<file path="config.mk">
export PLATFORM = sky130hd
export DESIGN_NAME = phase_accumulator
export DESIGN_NICKNAME = d
export VERILOG_FILES = /design/src/rtl/phase_accumulator.sv
export SDC_FILE = /design/constraint.sdc
export NUM_CORES = 1
export LEC_CHECK = 0
export CORE_ASPECT_RATIO = 2
export CORE_MARGIN = 1
export CORE_UTILIZATION = 59
export DETAILED_ROUTE_END_ITERATION = 8
export PLACE_DENSITY = 0.95
export SYNTH_ARGS = -nofsm -noshare
export SYNTH_HDL_FRONTEND = slang
export SYNTH_SLANG_ARGS = --single-unit
export TNS_END_PERCENT = 10
</file>
<file path="constraint.sdc">
create_clock -name clk -period 7.85 [get_ports clk]
set_input_delay 1.57 -clock clk [delete_from_list [all_inputs] [get_ports clk]]
set_output_delay 1.57 -clock clk [all_outputs]
set_load 0.05 [all_outputs]
</file>
<file path="src/rtl/phase_accumulator.sv">
// NCO phase accumulator: phase/saw/square/wrap registered one cycle after a sample_en edge.
// Tuning words use valid/ready; tune_ready is low while a word is pending (one outstanding word).
module phase_accumulator #(
  parameter int PHASE_W = 24,
  parameter int TUNE_W  = 24,
  parameter int OUT_W   = 8
) (
  input  logic               clk,
  input  logic               rst_n,
  input  logic               sample_en,
  input  logic               sync_clear,
  input  logic               tune_valid,
  output logic               tune_ready,
  input  logic [TUNE_W-1:0]  tune_word,
  input  logic               tune_mode,
  output logic [PHASE_W-1:0] phase,
  output logic [OUT_W-1:0]   saw,
  output logic               square,
  output logic               wrap
);

  typedef enum logic [1:0] {
    IDLE        = 2'd0,
    PEND_SAMPLE = 2'd1,
    PEND_WRAP   = 2'd2
  } state_t;

  state_t              state_q, state_d;
  logic [PHASE_W-1:0]  phase_q, phase_d;
  logic [TUNE_W-1:0]   active_q, active_d;
  logic [TUNE_W-1:0]   pending_q, pending_d;
  logic                wrap_q, wrap_d;
  logic                tune_ready_q, tune_ready_d;

  logic [TUNE_W-1:0]   inc_word;
  logic [PHASE_W:0]    sum;
  logic                carry_evt;

  // A word pending for the next strobe is used by that very strobe.
  assign inc_word  = (state_q == PEND_SAMPLE) ? pending_q : active_q;
  assign sum       = {1'b0, phase_q} + {{(PHASE_W - TUNE_W + 1){1'b0}}, inc_word};
  assign carry_evt = sample_en && !sync_clear && sum[PHASE_W];

  always_comb begin
    phase_d   = phase_q;
    wrap_d    = 1'b0;
    active_d  = active_q;
    pending_d = pending_q;
    state_d   = state_q;

    if (sync_clear) begin
      phase_d = '0;
    end else if (sample_en) begin
      phase_d = sum[PHASE_W-1:0];
      wrap_d  = sum[PHASE_W];
    end

    case (state_q)
      IDLE: begin
        if (tune_valid) begin
          pending_d = tune_word;
          state_d   = tune_mode ? PEND_WRAP : PEND_SAMPLE;
        end
      end
      PEND_SAMPLE: begin
        if (sample_en) begin
          active_d = pending_q;
          state_d  = IDLE;
        end
      end
      PEND_WRAP: begin
        // With an active word of 0 this only leaves via sync_clear.
        if (carry_evt || sync_clear) begin
          active_d = pending_q;
          state_d  = IDLE;
        end
      end
      default: state_d = IDLE;
    endcase

    tune_ready_d = (state_d == IDLE);
  end

  always_ff @(posedge clk or negedge rst_n) begin
    if (!rst_n) begin
      state_q      <= IDLE;
      phase_q      <= '0;
      active_q     <= '0;
      pending_q    <= '0;
      wrap_q       <= 1'b0;
      tune_ready_q <= 1'b1;
    end else begin
      state_q      <= state_d;
      phase_q      <= phase_d;
      active_q     <= active_d;
      pending_q    <= pending_d;
      wrap_q       <= wrap_d;
      tune_ready_q <= tune_ready_d;
    end
  end

  assign tune_ready = tune_ready_q;
  assign phase      = phase_q;
  assign saw        = phase_q[PHASE_W-1 -: OUT_W];
  assign square     = phase_q[PHASE_W-1];
  assign wrap       = wrap_q;

endmodule

</file>
Yosys cells after proc, flatten, opt, wreduce, memory -nomap -nowiden. Cells that the tools add are included.

Output and inout port bits: 35. Bits of input ports: 30. Bits in registers: 76. Logic and storage cells: 34.

Multiplexer cells: 13. Eq/ne operators: 4. Add/subtract/negate cells: 1. Reductions and logical operators: 10.

Operators with widths (count): 24-bit 2-to-1 mux (5); 24-bit case mux with 2 select lines (1); 24-bit by 24-bit adder with 25-bit output (1); 2-bit 2-to-1 mux (4); 2-bit case mux with 3 select lines (1); 2-bit zero test (2); 2-bit inequality test (second input constant) (2); 2-bit nonzero test (2); 3-bit AND reduction (1); 2-bit by 1-bit == test with 1-bit output (second input constant) (1); 2-bit == test (second input constant) (1); 1-bit logical AND (2); 1-bit 2-to-1 mux (2); 2-bit AND reduction (1); 1-bit zero test (1); 1-bit logical OR (1).

Depth between registers and ports, before layout. Gate-level depths: netlist of the first run.

Depth in word-level cells: 8. Mapped depth: 14. Mapped depth without buffers: 11.

Least setup slack after synthesis of the first run. No wires, ideal clock.

Path type: flip-flop to flip-flop. Start point: reg state_q[0]. End point: reg active_q[0]. Arrival: 3.504 ns. Clock period less this slack: 3.629 ns. Buffers on the path: 3. Setup time: 0.125 ns. Required time: 7.725 ns. Cell stages (with the launch flop): 15. Slack: 4.221 ns. Path through: dfrtp_1 nand2b_1 clkbuf_1 clkbuf_1 mux2_2 ha_1 fa_1 a211oi_2 o211ai_2 nand3_1 a21oi_1 o21ai_2 o221ai_4 buf_6 mux2_4.

Longest elaborated chain between the ends: 7. Elaborated cells on any way between the ends: 11. Classes of those cells: add/sub (1); eq/ne (4); mux (2); reduce/logical (4).

Ends and longest elaborated chain: start: declaration (line 28) `state_t state_q, state_d;`; start signal: assignment (line 93) `state_q <= state_d;`; 2-bit by 1-bit == test with 1-bit output (line 40, 58); 24-bit 2-to-1 mux (line 40) `assign inc_word = (state_q == PEND_SAMPLE) ? pending_q : active_q;`; 24-bit by 24-bit adder with 25-bit output (line 41) `assign sum = {1'b0, phase_q} + {{(PHASE_W - TUNE_W + 1){1'b0}}, inc_word};`; 1-bit logical AND (line 42) `assign carry_evt = sample_en && !sync_clear && sum[PHASE_W];`; 1-bit logical OR (line 73) `if (carry_evt || sync_clear) begin`; 2-bit inequality test (no source line); 3-bit AND reduction (no source line); end signal: assignment (line 95) `active_q <= active_d;`; end: declaration (line 30) `logic [TUNE_W-1:0] active_q, active_d;`.

Parallel ways exist; a longest one is shown, timed or not. A chain may end at the register's enable or synchronous reset.

Worst setup path after layout of the first run.
Start point: in sample_en. End point: reg active_q[12].

Longest elaborated chain between the ends: 5. Elaborated cells on any way between the ends: 6. Classes of those cells: eq/ne (2); reduce/logical (4).

Ends and longest elaborated chain: start: declaration (line 10) `input logic sample_en,`; 1-bit logical AND (2 in series) (line 42); 1-bit logical OR (line 73); 2-bit inequality test (no source line); 3-bit AND reduction (no source line) *.

Every way passes the cells marked *; elsewhere a longest branch is shown, timed or not.

==> metrics.md, run 1 <==
| Metric | Value |
|---|---|
| Switching share of power | 44.4% |
| Via density | 6.17 |
| Hold path cells | 1 |
| Worst rel slew slack | 20.5% |
| 1st-iter DRT viols | 164 |
| Met2 Use GR | 49.7% |
| Vias | 3,457 |
| Worst R2R End | active_q[12]$_DFFE_PN0P_ |
| LEAKAGE | 0.00239 uW |
| Syn Inst Count | 410 |
| Cell-internal power | 1490 uW |
| DRC Markers | 0 |
| PostCTS Resize Cnt | 0 |
| Initial antenna violation count | 0 |
| # Max-Cap Violations | 0 |
| Core area | 7320 um^2 |
| CTS H-tree depth | 3 |
| Diodes inserted | 0 |
| CTS Buf Count | 9 |
| Multi-input gate area | 2460 um^2 |
| Layout area overhead | 20.5% |
| Final Critical Period | 4.61 ns |
| Worst setup margin | 3.24 ns |
| Slew Viols, Final | 0 |
| Filler cells | 476 |
| FF+latch area | 1900 um^2 |
| Number of routed nets with antenna violations | 0 |
| Clock sink count | 76 |
| Routability cong. | 0.922 |
| Ys Warns | 0 |
| Crit path required time | 8.07 ns |
| Global Route met3 Usage | 6.97% |
| Post-synthesis sequential area ratio | 42.0% |
| GRT Total Usage | 28.3% |
| WP data arrival | 4.83 ns |
| Clk_skew | 0.00616 ns |
| Number of I/O pins | 65 |
| Net count after synthesis | 465 |
| RSZ-0062 raised after global routing | false |
| Post-synth top area cell | dfrtp_1 |
| Ys flop type | dfrtp_1 |
| Status | finished clean |
| Average size of a mapped cell | 11.0 um^2 |
| Pre-CTS setup slack | 2.88 ns |
| Synth async-reset ratio | 100% |
| Post-CTS setup buffers | 0 |
| Root Driver | clkbuf_16 |
| Routed WL | 10.3 mm |
| Chip height | 126 um |
| Pwr Density | 492 nW/um^2 |
| Post-CTS Hold Buffers | 0 |
| Comb power frac | 58.5% |
| Net switching power | 1190 uW |
| Sequential power share | 25.8% |
| Number of synthesized register bits | 76 |
| Port-buffer cells | 64 |
| DR WL/cell | 18.4 um |
| Final hold vios | 0 |
| Mapped Area | 4530 um^2 |
| Vias in the first global route | 3,584 |
| Share of layout cells above drive strength 1 | 21.2% |
| Post-synth EDFFs | 0 |
| Clock transition at path regs | 0.06 ns |
| Peak supply drop | 0.000260 V |
| Worst skew pair latency | 0.34 ns |
| TritonCTS clock tree | yes |
| Reg2reg path depth | 11 |
| Clock power frac | 15.7% |
| GR Layer Usage met1 | 30.6% |
| Crit Path Max Fanout | 24 |
| Largest net degree at the start of global routing | 77 |
| Tightest Pin Transition | 1.19 ns |
| Rows | 44 |
| Hold WC Path Type | register to register |
| Post-synthesis cell type count | 50 |
| Endpoints failing setup | 0 |
| Final setup TNS | 0 ns |
| Longest Clk Path Bufs | 2 |
| Register-to-register setup slack | 3.34 ns |
| Die X | 63.9 um |
| Fin crit share | 58.7% |
| Layout Nets | 518 |
| Initial core utilization | 61.8% |
| Worst r2r src | state_q[1]$_DFF_PN0_ |
| Die area | 8050 um^2 |
| Setup crit start kind | input pin |
| Top-area cell type share of the netlist area | 41.4% |
| Post-DP HPWL | 7.29 mm |
| Hold Path End | active_q[16]$_DFFE_PN0P_ |
| Critical path endpoint category | register |
| First-pass GRT wire length | 17.2 mm |
| Kind of critical path | input pin to register |
| FMAX | 0.217 GHz |
| DR pass1 iterations | 6 |
| Busiest grt layer | met2 |
| Hold_sp | active_q[16]$_DFFE_PN0P_ |
| Gr ovfl total | 0 |
| Top cells by area, synth | dfrtp_1 (41%), mux2_2 (13%), ha_1 (6.6%), mux2_4 (6.6%), a21oi_1 (2.7%) |
## cells in the final DEF (no fill, tap or decap), types with 3 or more instances in the layout
cell | Yosys | routed
nand2b_1 | 6 | 6
and2_1 | 3 | 3
o211ai_1 | 3 | 3
nor2_1 | 31 | 31
mux2i_1 | 10 | 10
a21oi_1 | 24 | 24
nand3_1 | 8 | 8
o21ai_0 | 18 | 18
a31oi_1 | 3 | 3
inv_1 | 5 | 5
ha_1 | 24 | 24
xor2_1 | 3 | 3
clkdlybuf4s50_1 | 0 | 63
mux2_4 | 20 | 20
o21a_1 | 3 | 3
a211oi_1 | 6 | 6
mux2_2 | 52 | 52
nand4_1 | 7 | 7
clkbuf_16 | 0 | 9
xnor2_1 | 9 | 9
a21o_1 | 8 | 8
buf_4 | 9 | 3
nand2_1 | 29 | 29
nor3_1 | 10 | 10
dfrtp_1 | 75 | 75
## cell families after synthesis
kind of cell	after synthesis	share of synthesized area [%]
buf+inv	30	3.76
xor+xnor	12	2.32
flops	76	42.0
simple gates	103	10.6
fa+ha+maj	25	7.07
mux	82	21.8
compound gates	82	12.4
## worst max-delay path by stage
stage,startpoint,end,slack [ns],cells after the start
global placement,sample_en,active_q[13]$_DFFE_PN0P_,3.00,4
CTS,sample_en,active_q[12]$_DFFE_PN0P_,3.23,4
floorplan,state_q[0]$_DFF_PN0_,active_q[0]$_DFFE_PN0P_,4.22,14
global route,sample_en,active_q[12]$_DFFE_PN0P_,3.05,4
detailed placement,sample_en,active_q[12]$_DFFE_PN0P_,2.88,4
finish,sample_en,active_q[12]$_DFFE_PN0P_,3.24,4
## stage by stage
stage	cell area [um^2]	hold WS, ns	std cells	power, uW	utilization, %
floorplan	4530	0.469	410	1880	-
global placement	5150	0.486	544	2170	70.4
detailed placement	5150	0.491	544	2240	70.4
CTS	5460	0.509	560	2680	74.5
global route	5460	0.528	560	2850	74.5
finish	5460	0.508	560	2690	74.5
## flip-flops by register name, indices dropped and copies added (netlist names)
| name | flops |
|---|---|
| wrap | 1 |
| phase | 24 |
| pending_q | 24 |
| state_q | 2 |
| tune_ready | 1 |
| active_q | 24 |
## per-layer routing
| metal | wire [um] | part of all wire, % |
|---|---|---|
| met3 | 470 | 4.6 |
| met1 | 3760 | 37 |
| met4 | 372 | 3.6 |
| met2 | 5690 | 55 |
| met5 | 0 | 0 |
## final cells by class
class                   count  share of cell area (%)
repair buffers             66                    12.0
flip-flops and latches     76                    34.9
multi-input cells         304                    45.1
clock inverters             4                   0.871
well taps                  92                    2.11
clock buffers              12                    4.70
inverters                   6                   0.413
## cell usage after synthesis (2+ instances only)
library cell / count
and2_1: 3
inv_1: 5
xnor2_1: 9
ha_1: 24
nor3_1: 10
a21o_1: 8
a211oi_2: 2
nand2b_1: 6
nor3b_1: 2
xor2_1: 3
o21a_1: 3
a211oi_1: 6
nor2_1: 31
a21oi_1: 24
mux2i_1: 10
nand2_1: 29
and4_1: 2
o211ai_1: 3
buf_6: 3
dfrtp_1: 75
buf_1: 2
o21bai_1: 2
a31oi_1: 3
mux2_2: 52
o21ai_0: 18
mux2_4: 20
a32oi_1: 2
nand4_1: 7
clkbuf_1: 9
buf_4: 9
nand3_1: 8
or4_1: 2
## power by group through the flow
stage / sequential, uW / clock, uW / combinational [uW]
finish: 693 / 422 / 1570
global route: 714 / 446 / 1690
floorplan: 842 / 0 / 1040
CTS: 691 / 426 / 1560
detailed placement: 694 / 0 / 1550
global placement: 684 / 0 / 1490
## critical path: stages
cell,delay (ns)
clkdlybuf4s50_1,1.17
clkinv_1,0.58
o221ai_4,1.06
mux2_2,0.43
Power figures use the tool's default switching activity.
==> run 2, diff against run 1 <==
--- a/config.mk
+++ b/config.mk
@@ -7,9 +7,9 @@
 export LEC_CHECK = 0
 export CORE_ASPECT_RATIO = 2
 export CORE_MARGIN = 1
-export CORE_UTILIZATION = 59
+export CORE_UTILIZATION = 55
 export DETAILED_ROUTE_END_ITERATION = 8
-export PLACE_DENSITY = 0.95
+export PLACE_DENSITY = 0.9
 export SYNTH_ARGS = -nofsm -noshare
 export SYNTH_HDL_FRONTEND = slang
 export SYNTH_SLANG_ARGS = --single-unit
==> constraint.sdc (replaced) <==
create_clock -name clk -period 4.65 [get_ports clk]
set_input_delay 0.93 -clock clk [delete_from_list [all_inputs] [get_ports clk]]
set_output_delay 0.93 -clock clk [all_outputs]
set_load 0.05 [all_outputs]
==> run 2 against run 1 <==
  * Count of clock-buffer cells in the layout unchanged
  * Sequential share of layout area down 0.22 points
  * Worst setup slack worse by 2.9 ns
  * Register-to-register slack worse by 3.0 ns
  * First-iteration DRC count up 21%
  * Sequential power up 69%
  * Critical path depth up 7
  * Utilization down 5.4 points
  * Highest routed layer unchanged
==> metrics.md, run 2 (same netlist as run 1, synthesis figures left out) <==
| Metric | Value |
|---|---|
| Status | finished clean |
| Final setup TNS | 0 ns |
| Layout Nets | 522 |
| FMAX | 0.234 GHz |
| Longest Clk Path Bufs | 2 |
| Rows | 46 |
| Reg2reg path depth | 11 |
| CP dominant cell by count | mux2_2 |
| Fin crit share | 91.8% |
| CP endpoint | active_q[13]$_DFFE_PN0P_ |
| Initial antenna violation count | 0 |
| # placed instances | 552 |
| Worst R2R End | active_q[13]$_DFFE_PN0P_ |
| Post-DP HPWL | 7.68 mm |
| Number of routed nets with antenna violations | 0 |
| Share of layout cells above drive strength 1 | 21.8% |
| First-pass GRT wire length | 17.2 mm |
| Clock sink count | 76 |
| 1st-iter DRT viols | 198 |
| Register-to-register setup slack | 0.38 ns |
| WP data arrival | 4.50 ns |
| Crit path required time | 4.88 ns |
| Largest net degree at the start of global routing | 77 |
| Layout area overhead | 21.3% |
| PostCTS Resize Cnt | 0 |
| Gr ovfl total | 0 |
| Buf/Inv on CP | 1 |
| CTS H-tree depth | 3 |
| Clock transition at path regs | 0.06 ns |
| Chip height | 130 um |
| LEAKAGE | 0.00240 uW |
| Commonest non-fill, non-tap cell in the layout | dfrtp_1 |
| Crit Path Max Fanout | 24 |
| Vias | 3,520 |
| GRT Total Usage | 27.2% |
| Post-CTS setup buffers | 0 |
| RSZ-0062 raised after global routing | false |
| Critical path endpoint category | register |
| Post-CTS Hold Buffers | 0 |
| Slew Viols, Final | 0 |
| Commonest non-fill, non-tap cells in the layout | dfrtp_1 (75), clkdlybuf4s50_1 (63), mux2_2 (52), nor2_1 (31), nand2_1 (29) |
| TritonCTS clock tree | yes |
| Final hold vios | 0 |
| Worst r2r src | state_q[1]$_DFF_PN0_ |
| Final Critical Period | 4.27 ns |
| Die area | 8620 um^2 |
| Setup crit start kind | register |
| Diodes inserted | 0 |
| Top delay family on crit path | compound AO/OA/AOI/OAI gates |
| Total stage count of the critical path | 11 |
| Final Non-Filler Cells | 568 |
| Hold path cells | 1 |
| CP Cell Sequence | nand2b_1 > buf_4 > mux2_2 > ha_1 > o21ai_0 > o211ai_2 > nand3_1 > a21oi_1 > o21ai_2 > o221ai_4 > mux2_2 |
| Clk_skew | 0.00921 ns |
| Kind of critical path | register to register |
| Root Driver | clkbuf_16 |
| Overall power | 4550 uW |
| DR WL/cell | 18.9 um |
| Number of I/O pins | 65 |
| CP max stage cell | o221ai_4 |
| Routability cong. | 0.926 |
| Fin util | 69.2% |
| Tightest Pin Transition | 1.21 ns |
| Core area | 7940 um^2 |
| Initial core utilization | 57.0% |
| Vias in the first global route | 3,729 |
| # Max-Cap Violations | 0 |
| Endpoints failing setup | 0 |
| Worst rel slew slack | 19.4% |
| Peak supply drop | 0.000419 V |
| CP peak stage delay | 0.93 ns |
| Pwr Density | 829 nW/um^2 |
| Worst Setup SP | state_q[1]$_DFF_PN0_ |
| Placed cell areas | 5190 um^2 |
| Worst skew pair latency | 0.35 ns |
| Final Cell Area | 5490 um^2 |
| CTS Buf Count | 9 |
| DRC Markers | 0 |
| Port-buffer cells | 64 |
| Filler cells | 581 |
| DR pass1 iterations | 4 |
| Die X | 66.2 um |
| Hold WC Path Type | register to register |
| Routed WL | 10.7 mm |
| Via density | 6.20 |
==> run 2: cell count changes in the layout (fill, tap and decap cells not counted), sizes merged <==
cell  previous run  this run
buf              3         7
==> run 2: layer usage <==
metal	GRT usage [%]	vias to the layer above	wire length (um)
met1	28.5	1719	3810
met5	0	-	0
met2	46.0	135	5770
met3	5.24	51	487
met4	22.0	0	672
li1	-	1615	-
==> run 2: where the power goes <==
group	leakage [uW]	switching (uW)	internal, uW	total (uW)
Clock	0.000149	268	443	710
Sequential	0.000931	225	942	1170
Combinational	0.00132	1530	1140	2680
Total	0.00240	2020	2530	4550
==> run 2: worst min path at each step <==
stage,start,endpoint,slack [ns]
floorplan,state_q[1]$_DFF_PN0_,state_q[0]$_DFF_PN0_,0.47
global placement,active_q[15]$_DFFE_PN0P_,active_q[15]$_DFFE_PN0P_,0.49
detailed placement,active_q[0]$_DFFE_PN0P_,active_q[0]$_DFFE_PN0P_,0.49
CTS,active_q[8]$_DFFE_PN0P_,active_q[8]$_DFFE_PN0P_,0.51
global route,active_q[18]$_DFFE_PN0P_,active_q[18]$_DFFE_PN0P_,0.52
finish,active_q[7]$_DFFE_PN0P_,active_q[7]$_DFFE_PN0P_,0.51
==> run 2: per-stage QoR <==
stage                     setup slack [ns]  hold slack (ns)
final                                0.381            0.508
after CTS                            0.348            0.508
after global routing                 0.171            0.518
after detailed placement             0.397            0.490
after global placement               0.666            0.487
after floorplan                       1.02            0.469
==> run 2: area by class of cell <==
class | count | area, um^2 | area share, %
multi-input combinational | 304 | 2460 | 44.8
sequential | 76 | 1900 | 34.6
timing repair buffer | 70 | 683 | 12.4
clock buffer | 12 | 256 | 4.67
tap | 96 | 120 | 2.19
clock inverter | 4 | 47.5 | 0.866
inverter | 6 | 22.5 | 0.410
